[config.mk]
export PLATFORM = sky130hd
export DESIGN_NAME = pipe_ctrl
export DESIGN_NICKNAME = d
export VERILOG_FILES = /design/src/rtl/pipe_ctrl.sv
export SDC_FILE = /design/constraint.sdc
export NUM_CORES = 1
export LEC_CHECK = 0
export BUFFER_PORTS_ARGS = -buffer_cell sky130_fd_sc_hd__buf_4
export CAP_MARGIN = 0
export CORE_ASPECT_RATIO = 0.6
export CORE_MARGIN = 2
export CORE_UTILIZATION = 42
export DETAILED_ROUTE_END_ITERATION = 8
export GPL_TIMING_DRIVEN = 0
export PLACE_DENSITY = 0.9
export SLEW_MARGIN = 5
export SYNTH_ARGS = -nofsm -noshare
export SYNTH_HDL_FRONTEND = slang
export SYNTH_SLANG_ARGS = --single-unit
[constraint.sdc]
create_clock -name clk -period 5 [get_ports clk]
set_clock_uncertainty 0.1 [all_clocks]
set_input_delay 1 -clock clk [delete_from_list [all_inputs] [get_ports clk]]
set_output_delay 1 -clock clk [all_outputs]
set_load 0.01 [all_outputs]
[src/rtl/pipe_ctrl.sv]
// rtl/pipe_ctrl.sv - pipeline hazard / sequencing controller with optional performance counters
//
// Ports:
//   clk, rst (async, active-low)
//   d_icode_i, d_srcA_i, d_srcB_i      decode-stage icode and source register IDs
//   e_icode_i, e_dstM_i, e_cnd_i       execute-stage icode, memory destination, branch condition
//   f_stall_o, d_stall_o               fetch / decode pipeline-register stall
//   d_bubble_o, e_bubble_o             decode / execute pipeline-register bubble
//   halted_o                           core has stopped (left only by reset)
//   state_o                            RUN=0, RET=1, DRAIN=2, HALTED=3
//   stall_cnt_o, bubble_cnt_o          saturating performance counters
//
// Build option: PIPE_CTRL_PERF_EN enables the performance counters; when it is
// undefined the counter ports read as zero and no counter flops exist.

module pipe_ctrl #(
    parameter int         CNT_W = 16,
    parameter logic [7:0] RNONE = 8'h0F
) (
    input  logic             clk,
    input  logic             rst,
    input  logic [7:0]       d_icode_i,
    input  logic [7:0]       d_srcA_i,
    input  logic [7:0]       d_srcB_i,
    input  logic [7:0]       e_icode_i,
    input  logic [7:0]       e_dstM_i,
    input  logic             e_cnd_i,
    output logic             f_stall_o,
    output logic             d_stall_o,
    output logic             d_bubble_o,
    output logic             e_bubble_o,
    output logic             halted_o,
    output logic [1:0]       state_o,
    output logic [CNT_W-1:0] stall_cnt_o,
    output logic [CNT_W-1:0] bubble_cnt_o
);

    localparam logic [7:0] I_HALT   = 8'h00;
    localparam logic [7:0] I_MRMOVL = 8'h05;
    localparam logic [7:0] I_JXX    = 8'h07;
    localparam logic [7:0] I_RET    = 8'h09;
    localparam logic [7:0] I_POPL   = 8'h0B;

    typedef enum logic [1:0] {
        S_RUN    = 2'd0,
        S_RET    = 2'd1,
        S_DRAIN  = 2'd2,
        S_HALTED = 2'd3
    } state_t;

    state_t     state;
    logic [1:0] cnt;
    logic       lu;
    logic       mp;

    // Load-use: a load in execute whose destination feeds the instruction in decode.
    assign lu = ((e_icode_i == I_MRMOVL) || (e_icode_i == I_POPL)) &&
                (e_dstM_i != RNONE) &&
                ((e_dstM_i == d_srcA_i) || (e_dstM_i == d_srcB_i));

    // Mispredict: jumps are predicted taken, so a not-taken jump in execute squashes.
    assign mp = (e_icode_i == I_JXX) && !e_cnd_i;

    assign state_o = state;

    // Controls are combinational so hazards act in the cycle they are seen.
    // Gating with rst keeps every output low while reset is held.
    always_comb begin
        f_stall_o  = 1'b0;
        d_stall_o  = 1'b0;
        d_bubble_o = 1'b0;
        e_bubble_o = 1'b0;
        halted_o   = 1'b0;
        if (rst) begin
            case (state)
                S_RUN: begin
                    if (lu) begin
                        f_stall_o  = 1'b1;
                        d_stall_o  = 1'b1;
                        e_bubble_o = 1'b1;
                    end else if (mp) begin
                        d_bubble_o = 1'b1;
                        e_bubble_o = 1'b1;
                    end else if (d_icode_i == I_RET) begin
                        f_stall_o  = 1'b1;
                        d_bubble_o = 1'b1;
                    end else if (d_icode_i == I_HALT) begin
                        f_stall_o  = 1'b1;
                    end
                end
                S_RET: begin
                    // Decode is already bubbling, so a load-use stall is not needed here
                    // (and would clash with the bubble); a mispredict still squashes execute.
                    f_stall_o  = 1'b1;
                    d_bubble_o = 1'b1;
                    e_bubble_o = mp;
                end
                S_DRAIN: begin
                    f_stall_o  = 1'b1;
                    d_bubble_o = 1'b1;
                end
                S_HALTED: begin
                    f_stall_o  = 1'b1;
                    d_stall_o  = 1'b1;
                    halted_o   = 1'b1;
                end
                default: ;
            endcase
        end
    end

    // Sequencer. RET: counter 1 -> 0 -> back to RUN gives three stalled fetch
    // cycles counting the acceptance cycle. DRAIN: counter 2 -> 1 -> HALTED.
    always_ff @(posedge clk or negedge rst) begin
        if (!rst) begin
            state <= S_RUN;
            cnt   <= 2'd0;
        end else begin
            case (state)
                S_RUN: begin
                    if (!lu && !mp) begin
                        if (d_icode_i == I_RET) begin
                            cnt   <= 2'd1;
                            state <= S_RET;
                        end else if (d_icode_i == I_HALT) begin
                            cnt   <= 2'd2;
                            state <= S_DRAIN;
                        end
                    end
                end
                S_RET: begin
                    if (cnt == 2'd0) begin
                        state <= S_RUN;
                    end else begin
                        cnt <= cnt - 2'd1;
                    end
                end
                S_DRAIN: begin
                    if (cnt <= 2'd1) begin
                        cnt   <= 2'd0;
                        state <= S_HALTED;
                    end else begin
                        cnt <= cnt - 2'd1;
                    end
                end
                S_HALTED: ;
                default: begin
                    state <= S_RUN;
                    cnt   <= 2'd0;
                end
            endcase
        end
    end

`ifdef PIPE_CTRL_PERF_EN
    localparam logic [CNT_W-1:0] CNT_ONE = {{(CNT_W-1){1'b0}}, 1'b1};

    logic [CNT_W-1:0] stall_cnt;
    logic [CNT_W-1:0] bubble_cnt;

    // Saturating counters, frozen once the core has halted.
    always_ff @(posedge clk or negedge rst) begin
        if (!rst) begin
            stall_cnt  <= '0;
            bubble_cnt <= '0;
        end else if (state != S_HALTED) begin
            if (f_stall_o && (stall_cnt != '1)) begin
                stall_cnt <= stall_cnt + CNT_ONE;
            end
            if ((d_bubble_o || e_bubble_o) && (bubble_cnt != '1)) begin
                bubble_cnt <= bubble_cnt + CNT_ONE;
            end
        end
    end

    assign stall_cnt_o  = stall_cnt;
    assign bubble_cnt_o = bubble_cnt;
`else
    assign stall_cnt_o  = '0;
    assign bubble_cnt_o = '0;
`endif

endmodule

== Yosys cells after proc, flatten, opt, wreduce, memory -nomap -nowiden ==
Cells that the tools add are included.

* Bits in registers: 4
* Output and inout bits: 39
* Word-level logic and storage cells: 65

* Add/subtract/negate cells: 1
* Order comparisons: 1
* Equal/unequal tests: 15
* Muxes and demuxes: 29
* Reductions and logical operators: 17

{| class="wikitable"
|+ Operators by type and width
! kind !! number
|-
| 8-bit by 3-bit equality test with 1-bit output, second input constant || 2
|-
| 8-bit by 4-bit equality test with 1-bit output, second input constant || 2
|-
| 8-bit equality test || 2
|-
| 1-bit two-way mux || 16
|-
| 2-bit two-way mux || 7
|-
| 2-bit one-hot mux with 3 select lines || 2
|-
| 8-bit zero test || 1
|-
| 2-bit inequality test, second input constant || 4
|-
| 8-bit by 4-bit inequality test with 1-bit output, second input constant || 1
|-
| 1-bit one-hot mux with 2 select lines || 4
|-
| 5-bit AND reduction || 1
|-
| 2-bit equality test, second input constant || 2
|-
| 1-bit logical AND || 4
|-
| 2-bit zero test || 2
|-
| 4-bit AND reduction || 1
|-
| 1-bit zero test || 3
|-
| 3-bit inequality test, second input constant || 1
|-
| 3-bit nonzero test || 1
|-
| 3-bit OR reduction || 1
|-
| 2-bit by 1-bit equality test with 1-bit output, second input constant || 1
|-
| 2-bit by 1-bit less-or-equal comparator with 1-bit output, second input constant || 1
|-
| 1-bit logical OR || 2
|-
| 2-bit OR reduction || 1
|-
| 2-bit by 1-bit subtractor with 2-bit output, second input constant || 1
|}

== Depth between registers and ports, before layout ==
Gate-level depths: netlist of run 1.

* Depth in word-level cells: 8
* Gate-level depth with buffers: 8
* Gate-level depth less buffers: 8

== Least setup slack after synthesis of run 1 ==
No wires, ideal clock.

* Path kind: in2out
* Start point: in d_icode_i[4]
* End point: out f_stall_o
* Data arrival time: 2,321 ps
* Setup slack: 1,579 ps
* Stages on the path: 4
* Path through: or4_4 > or4_4 > o21ai_0 > o21a_1

* Word-level cells in the longest chain between the ends: 7
* Elaborated cells on any way between the ends: 8
* Those cells by class: eq/ne: 1; mux: 6; reduce/logical: 1

{| class="wikitable"
|+ RTL lines
! element !! line !! text
|-
| from (decl) || 22 || <nowiki>input logic [7:0] d_icode_i,</nowiki>
|-
| 8-bit zero test || 87 || <nowiki>end else if (d_icode_i == I_HALT) begin</nowiki>
|-
| 1-bit two-way mux || 87 ||
|-
| 1-bit two-way mux * || 84 || <nowiki>end else if (d_icode_i == I_RET) begin</nowiki>
|-
| 1-bit two-way mux * || 81 || <nowiki>end else if (mp) begin</nowiki>
|-
| 1-bit two-way mux * || 77 || <nowiki>if (lu) begin</nowiki>
|-
| 1-bit one-hot mux with 2 select lines * || 75 || <nowiki>case (state)</nowiki>
|-
| 1-bit two-way mux * || 74 || <nowiki>if (rst) begin</nowiki>
|-
| to (decl) || 28 || <nowiki>output logic f_stall_o,</nowiki>
|}

Mark *: on every way between the ends. The rest lies on a longest branch, timed or not.

== Worst setup path after layout of run 1 ==
* Start point: in e_dstM_i[2]
* End point: out d_stall_o

* Word-level cells in the longest chain between the ends: 6
* Elaborated cells on any way between the ends: 9
* Those cells by class: eq/ne: 3; mux: 3; reduce/logical: 3

{| class="wikitable"
|+ RTL lines
! element !! line !! text
|-
| from (decl) || 26 || <nowiki>input logic [7:0] e_dstM_i,</nowiki>
|-
| 8-bit by 4-bit inequality test with 1-bit output / 8-bit equality test (equally long branches) || 58, 59 ||
|-
| 1-bit logical AND / 1-bit logical OR (equally long branches) || 57, 59 ||
|-
| 1-bit logical AND * || 58 || <nowiki>(e_dstM_i != RNONE) &&</nowiki>
|-
| 1-bit two-way mux * || 77 ||
|-
| 1-bit one-hot mux with 2 select lines * || 75 ||
|-
| 1-bit two-way mux * || 74 ||
|-
| to (decl) || 29 || <nowiki>output logic d_stall_o,</nowiki>
|}

Marked as above.

==> results of run 1 <==
## layer usage
metal  global-route usage, %  vias up
met1                    25.0      433
met2                    34.8       30
li1                        -      520
met3                    2.75        4
met5                       0        -
met4                    7.65        0
## state kept, by name, indices dropped and copies added, names as in the netlist
name / flops
state_o: 2
cnt: 2
## area by class of cell
type                            count  area, µm²  area share, %
Multi-Input combinational cell    110        724           47.2
Timing Repair Buffer               49        368           24.0
Buffer                             32        240           15.7
Sequential cell                     4        100           6.53
Clock buffer                        3       41.3           2.69
Tap cell                           30       37.5           2.45
Inverter                            6       22.5           1.47
## worst reg2reg max path, delay by kind of cell, from the launching register on
family	cells	cell delay, ns
AO/OA/AOI/OAI	2	0.41
adder cells (fa/ha/maj)	1	0.24
buffers and inverters	2	0.24
flip-flops	1	0.41
multiplexers	1	0.31
AND/OR/NAND/NOR	2	0.12
## cells by family after synthesis
group                    count (synthesis)
flip-flops                               4
XOR/XNOR                                17
AO/OA/AOI/OAI                           21
buffers and inverters                   38
multiplexers                             4
adder cells (fa/ha/maj)                  9
AND/OR/NAND/NOR                         27
other                                    1
## cell usage after synthesis (all sizes together), types with 2 or more instances
cell type and n:
nor4 6, dfrtp 4, xor2 17, mux2 2
o21ai 7, or4 3, ha 9, a21o 2
nor2 2, nand2 7, buf 32, inv 6
a21oi 6, mux2i 2
## path summary, 6_finish.rpt
| kind | to | slack [ns] |
|---|---|---|
| setup / recovery | d_stall_o | 1.14 |
| hold / removal | cnt[1]$_DFFE_PN0P_ | 0.48 |
| setup reg to reg | state_o[1]$_DFFE_PN0P_ | 3.04 |
| hold reg to reg | cnt[1]$_DFFE_PN0P_ | 0.48 |
| max in group asynchronous | cnt[0]$_DFFE_PN0P_ | 4.17 |
| min in group asynchronous | state_o[1]$_DFFE_PN0P_ | 0.50 |
## power by group
| part | total [mW] | switching (mW) | internal, mW |
|---|---|---|---|
| combinational | 0.317 | 0.153 | 0.163 |
| sequential | 0.0648 | 0.0169 | 0.0479 |
| clock | 0.0653 | 0.0142 | 0.0511 |
## stage by stage
stage | utilization (%) | cells | hold slack, ns | worst slack, ns
2_1_floorplan | - | 152 | 0.434 | 1.58
3_3_place_gp | 68.5 | 231 | 0.471 | 1.17
3_5_place_dp | 68.5 | 231 | 0.473 | 1.16
4_1_cts | 70.4 | 234 | 0.481 | 1.15
5_1_grt | 70.4 | 234 | 0.496 | 1.02
6_report | 70.4 | 234 | 0.477 | 1.14
==> flow_metrics.env, run 1 <==
export IMPL_status="complete, no violations"
export IMPL_hold_start="cnt[1]$_DFFE_PN0P_"
export IMPL_dpl_cell_area_um2=1490
export IMPL_ant_nets=0
export IMPL_areaGrowthSynthToFinish_pct=58.0
export IMPL_design_die_area_um2=2730
export IMPL_maxCapViolations=0
export IMPL_synth_fa_ha_area_share_pct=11.6
export IMPL_wl_met3_um=143
export IMPL_cp_depth=8
export IMPL_critical_path_top_delay_family="simple AND/OR/NAND/NOR gates"
export IMPL_timing_slew_headroom_pct=59.8
export IMPL_die_width_um=66.1
export IMPL_cts_tree="built"
export IMPL_synth_top_family_by_area="buffers and inverters"
export IMPL_yosys_cell_types_count=32
export IMPL_synthXorXnorAreaFrac_pct=15.3
export IMPL_synth_area_leaders="buf_4, xor2_1, ha_1"
export IMPL_synth_compound_area_share_pct=13.3
export IMPL_critPathMaxFanout=6
export IMPL_ys_warn_count=0
export IMPL_ys_seq_elements=4
export IMPL_hold_violations=0
export IMPL_ff2ff_path_depth=8
export IMPL_muxShareOfSynthArea_pct=5.15
export IMPL_drc=0
export IMPL_fillers=196
export IMPL_viasPerCell=4.22
export IMPL_fin_crit_ns=3.86
export IMPL_final_common_cell="buf_4"
export IMPL_rsz0062_at_grt="no"
export IMPL_numClockSinks=4
export IMPL_synth_top_cell_by_area="buf_4"
export IMPL_final_area_um2=1530
export IMPL_leakagePower_nw=0.869
export IMPL_synth_edf_count=0
export IMPL_cp_cell_sequence="buf_4 > xor2_1 > nor4_1 > a22oi_1 > nor3_1 > a21oi_1 > nor3b_1 > buf_4"
export IMPL_clk_latency_ns=0.21
export IMPL_cp_data_required_time_ns=3.90
export IMPL_drt_pass1_iter_count=4
export IMPL_track_usage_pct=19.6
export IMPL_drt_iter0_drc=26
export IMPL_port_buffers=49
export IMPL_endpoint_kind="output port"
export IMPL_setup_viol=0
export IMPL_drive_gt1_share_pct=43.6
export IMPL_grt_pass1_wl_um=3930
export IMPL_highest_layer="met4"
export IMPL_avgSynthCellArea_um2=8.02
export IMPL_grt_antenna_before_repair=0
export IMPL_fmax_mhz=259
export IMPL_hold_depth=1
export IMPL_clkTransAtPathRegs_ns=0.03
export IMPL_overflow=0
export IMPL_dp_hpwl_um=2240
export IMPL_place_congestion=0.793
export IMPL_route_met2_wl_um=1210
export IMPL_rows=13
export IMPL_synth_cells=121
export IMPL_ctsResizeCount=0
export IMPL_crit_buf_inv=2
export IMPL_numCtsBuffers=3
export IMPL_synth_area_um2=971
export IMPL_startpoint_type="input port"
export IMPL_layout_common_cells="buf_4, conb_1, xor2_1"
export IMPL_cts_root_buf="clkbuf_8"
export IMPL_worst_path_largest_cell_delay_ns=0.49
export IMPL_startpoint="e_dstM_i[2]"
export IMPL_power_density_nw_per_um2=291
export IMPL_crit_type="in -> out"
export IMPL_cts_setup_buffers=0
export IMPL_slew_viol_final=0
export IMPL_slowest_stage="nor3_1"
export IMPL_synth_top_cell_area_share_pct=24.7
export IMPL_wl_per_cell_um=10.7
export IMPL_antennaDiodeCount=0
export IMPL_cp_arrival_ns=2.76
export IMPL_htreeDepth=1
export IMPL_core_area_um2=2180
export IMPL_setup_tns_ns=0
export IMPL_hold_buffers=0
export IMPL_post_route_period_util_pct=77.3
export IMPL_synth_async_reset_ratio_pct=100
export IMPL_vdd_drop_max_uv=243
export IMPL_dieHeight_um=41.2
export IMPL_drt_met1_wl_um=1110
export IMPL_synthSimpleGateAreaFrac_pct=16.9
export IMPL_ios=82
export IMPL_power_total_uw=447
export IMPL_grt_max_degree=10
export IMPL_routed_wl_um=2510
export IMPL_worst_slew_pin_slew_ns=0.598
export IMPL_grt_pass1_vias=883
export IMPL_clk_path_buf_depth=2
export IMPL_fin_nets=258
export IMPL_r2r_start="state_o[0]$_DFFE_PN0P_"
export IMPL_ys_seq_area_share_pct=10.3
export IMPL_synth_main_ff_cell="dfrtp_1"
export IMPL_vias=987
export IMPL_hp_class="reg -> reg"
export IMPL_initial_core_util_pct=44.5
export IMPL_cp_common_cell="buf_4"
Power figures use the tool's default switching activity.
==> run 2, diff against run 1 <==
--- a/config.mk
+++ b/config.mk
@@ -9,10 +9,10 @@
 export CAP_MARGIN = 0
 export CORE_ASPECT_RATIO = 0.6
 export CORE_MARGIN = 2
-export CORE_UTILIZATION = 42
+export CORE_UTILIZATION = 35
 export DETAILED_ROUTE_END_ITERATION = 8
 export GPL_TIMING_DRIVEN = 0
-export PLACE_DENSITY = 0.9
+export PLACE_DENSITY = 0.8
 export SLEW_MARGIN = 5
 export SYNTH_ARGS = -nofsm -noshare
 export SYNTH_HDL_FRONTEND = slang
==> constraint.sdc (replaced) <==
create_clock -name clk -period 3.5 [get_ports clk]
set_clock_uncertainty 0.1 [all_clocks]
set_input_delay 0.7 -clock clk [delete_from_list [all_inputs] [get_ports clk]]
set_output_delay 0.7 -clock clk [all_outputs]
set_load 0.01 [all_outputs]
==> flow_metrics.env, run 2 (synthesis results as in run 1) <==
export IMPL_cts_tree="built"
export IMPL_endpoint_kind="output port"
export IMPL_cp_data_required_time_ns=2.70
export IMPL_routed_wl_um=2420
export IMPL_layout_setup_ws_ns=0.313
export IMPL_place_worst_setup_slack_ns=0.176
export IMPL_cp_arrival_ns=2.39
export IMPL_clk_path_buf_depth=2
export IMPL_startpoint_type="input port"
export IMPL_hold_buffers=0
export IMPL_numCtsBuffers=3
export IMPL_p_int_uw=375
export IMPL_grt_pass1_wl_um=3740
export IMPL_track_usage_pct=15.2
export IMPL_final_common_cell="buf_4"
export IMPL_wl_per_cell_um=10.2
export IMPL_status="complete, no violations"
export IMPL_clk_latency_ns=0.22
export IMPL_drive_gt1_share_pct=44.1
export IMPL_drc=0
export IMPL_setup_viol=0
export IMPL_design_die_area_um2=3230
export IMPL_swShare_pct=41.7
export IMPL_dieHeight_um=44.8
export IMPL_critPathMaxFanout=6
export IMPL_hold_violations=0
export IMPL_fmax_mhz=314
export IMPL_ios=82
export IMPL_fin_nets=258
export IMPL_grt_antenna_before_repair=0
export IMPL_crit_buf_inv=2
export IMPL_power_density_nw_per_um2=418
export IMPL_htreeDepth=1
export IMPL_place_congestion=0.842
export IMPL_grt_pass1_vias=832
export IMPL_setup_tns_ns=0
export IMPL_initial_core_util_pct=37.7
export IMPL_slew_viol_final=0
export IMPL_leakagePower_nw=0.869
export IMPL_cts_root_buf="clkbuf_8"
export IMPL_combinationalPowerShare_pct=70.5
export IMPL_clkTransAtPathRegs_ns=0.03
export IMPL_overflow=0
export IMPL_antennaDiodeCount=0
export IMPL_seq_power_share_pct=14.4
export IMPL_drt_pass1_iter_count=4
export IMPL_cp_common_cell="buf_4"
export IMPL_ant_nets=0
export IMPL_rsz0062_at_grt="no"
export IMPL_core_area_um2=2570
export IMPL_hp_class="in -> async"
export IMPL_layout_common_cells="buf_4, conb_1, xor2_1"
export IMPL_cp_cell_sequence="buf_4 > xor2_1 > nor4_1 > a22oi_1 > nor3_2 > a21oi_1 > nor3b_1 > buf_4"
export IMPL_fin_crit_ns=3.19
export IMPL_viasPerCell=4.07
export IMPL_critical_path_top_delay_family="simple AND/OR/NAND/NOR gates"
export IMPL_port_buffers=49
export IMPL_die_width_um=72.0
export IMPL_post_route_period_util_pct=91.1
export IMPL_slowest_stage="nor4_1"
export IMPL_numClockSinks=4
export IMPL_rows=14
export IMPL_maxCapViolations=0
export IMPL_crit_type="in -> out"
export IMPL_areaGrowthSynthToFinish_pct=58.8
export IMPL_vdd_drop_max_uv=264
export IMPL_dp_hpwl_um=2110
export IMPL_vias=960
export IMPL_drt_iter0_drc=30
export IMPL_worst_path_largest_cell_delay_ns=0.40
export IMPL_grt_max_degree=10
export IMPL_switchingPower_uw=268
export IMPL_pwr_share_clk_pct=15.1
==> run 2: cell types whose count changed in the layout (fill, tap and decap cells not counted) <==
cell    before  now
nor3_1       1    0
nor3_2       0    1
==> run 2: power groups by stage <==
stage	Combinational (mW)	Sequential, mW	Clock (mW)
final	0.454	0.0929	0.0970
after global routing	0.499	0.0959	0.106
after CTS	0.450	0.0924	0.101
after detailed placement	0.444	0.0929	0
after global placement	0.443	0.0918	0
after floorplan	0.309	0.0915	0
==> run 2: worst register-to-register path, stage by stage, from the launching register on <==
cell	delay (ns)
dfrtp_1	0.41
inv_1	0.15
ha_1	0.24
inv_1	0.08
o32ai_1	0.29
nor2_1	0.07
nand2_1	0.07
a21o_1	0.14
mux2_4	0.31
==> run 2: metal layers <==
layer,GRT usage [%],wire length [µm],vias up
met2,23.7,1070,31
met4,3.77,0,0
li1,-,-,521
met5,0,0,-
met3,4.02,175,0
met1,21.2,1170,408
==> run 2: cell type report <==
cell class / instances / area (µm²)
fillers: 225 / 1030
multi-input cells: 110 / 729
repair buffers: 49 / 368
plain buffers: 32 / 240
flip-flops and latches: 4 / 100
clock buffers: 3 / 41.3
well taps: 32 / 40.0
inverters: 6 / 22.5
==> run 2: path summary, 6_finish.rpt <==
kind	startpoint	end	slack [ns]	cells after the start
worst max register to register	state_o[0]$_DFFE_PN0P_	state_o[1]$_DFFE_PN0P_	1.52	8
worst min register to register	cnt[1]$_DFFE_PN0P_	cnt[1]$_DFFE_PN0P_	0.49	1
max in group asynchronous	rst	cnt[1]$_DFFE_PN0P_	2.98	1
min in group clk	cnt[1]$_DFFE_PN0P_	cnt[1]$_DFFE_PN0P_	0.49	1
worst min-delay path	rst	state_o[0]$_DFFE_PN0P_	0.19	1
worst max-delay path	e_dstM_i[2]	d_stall_o	0.31	8
==> run 2: stage by stage <==
stage	area [µm²]	hold slack, ns	total power, mW	util, %	cells
final	1540	0.193	0.644	59.9	236
after global routing	1540	0.185	0.701	59.9	236
after CTS	1540	0.189	0.644	59.7	236
after detailed placement	1500	0.422	0.537	58.1	233
after global placement	1500	0.419	0.535	58.1	233
after floorplan	1090	0.304	0.401	-	152
==> run 2: timing repair <==
| action | in CTS | in global routing |
|---|---|---|
| resized for setup | 0 | 1 |
| endpoints found under the setup margin | 0 | 2 |
| buffers inserted | 0 | 0 |
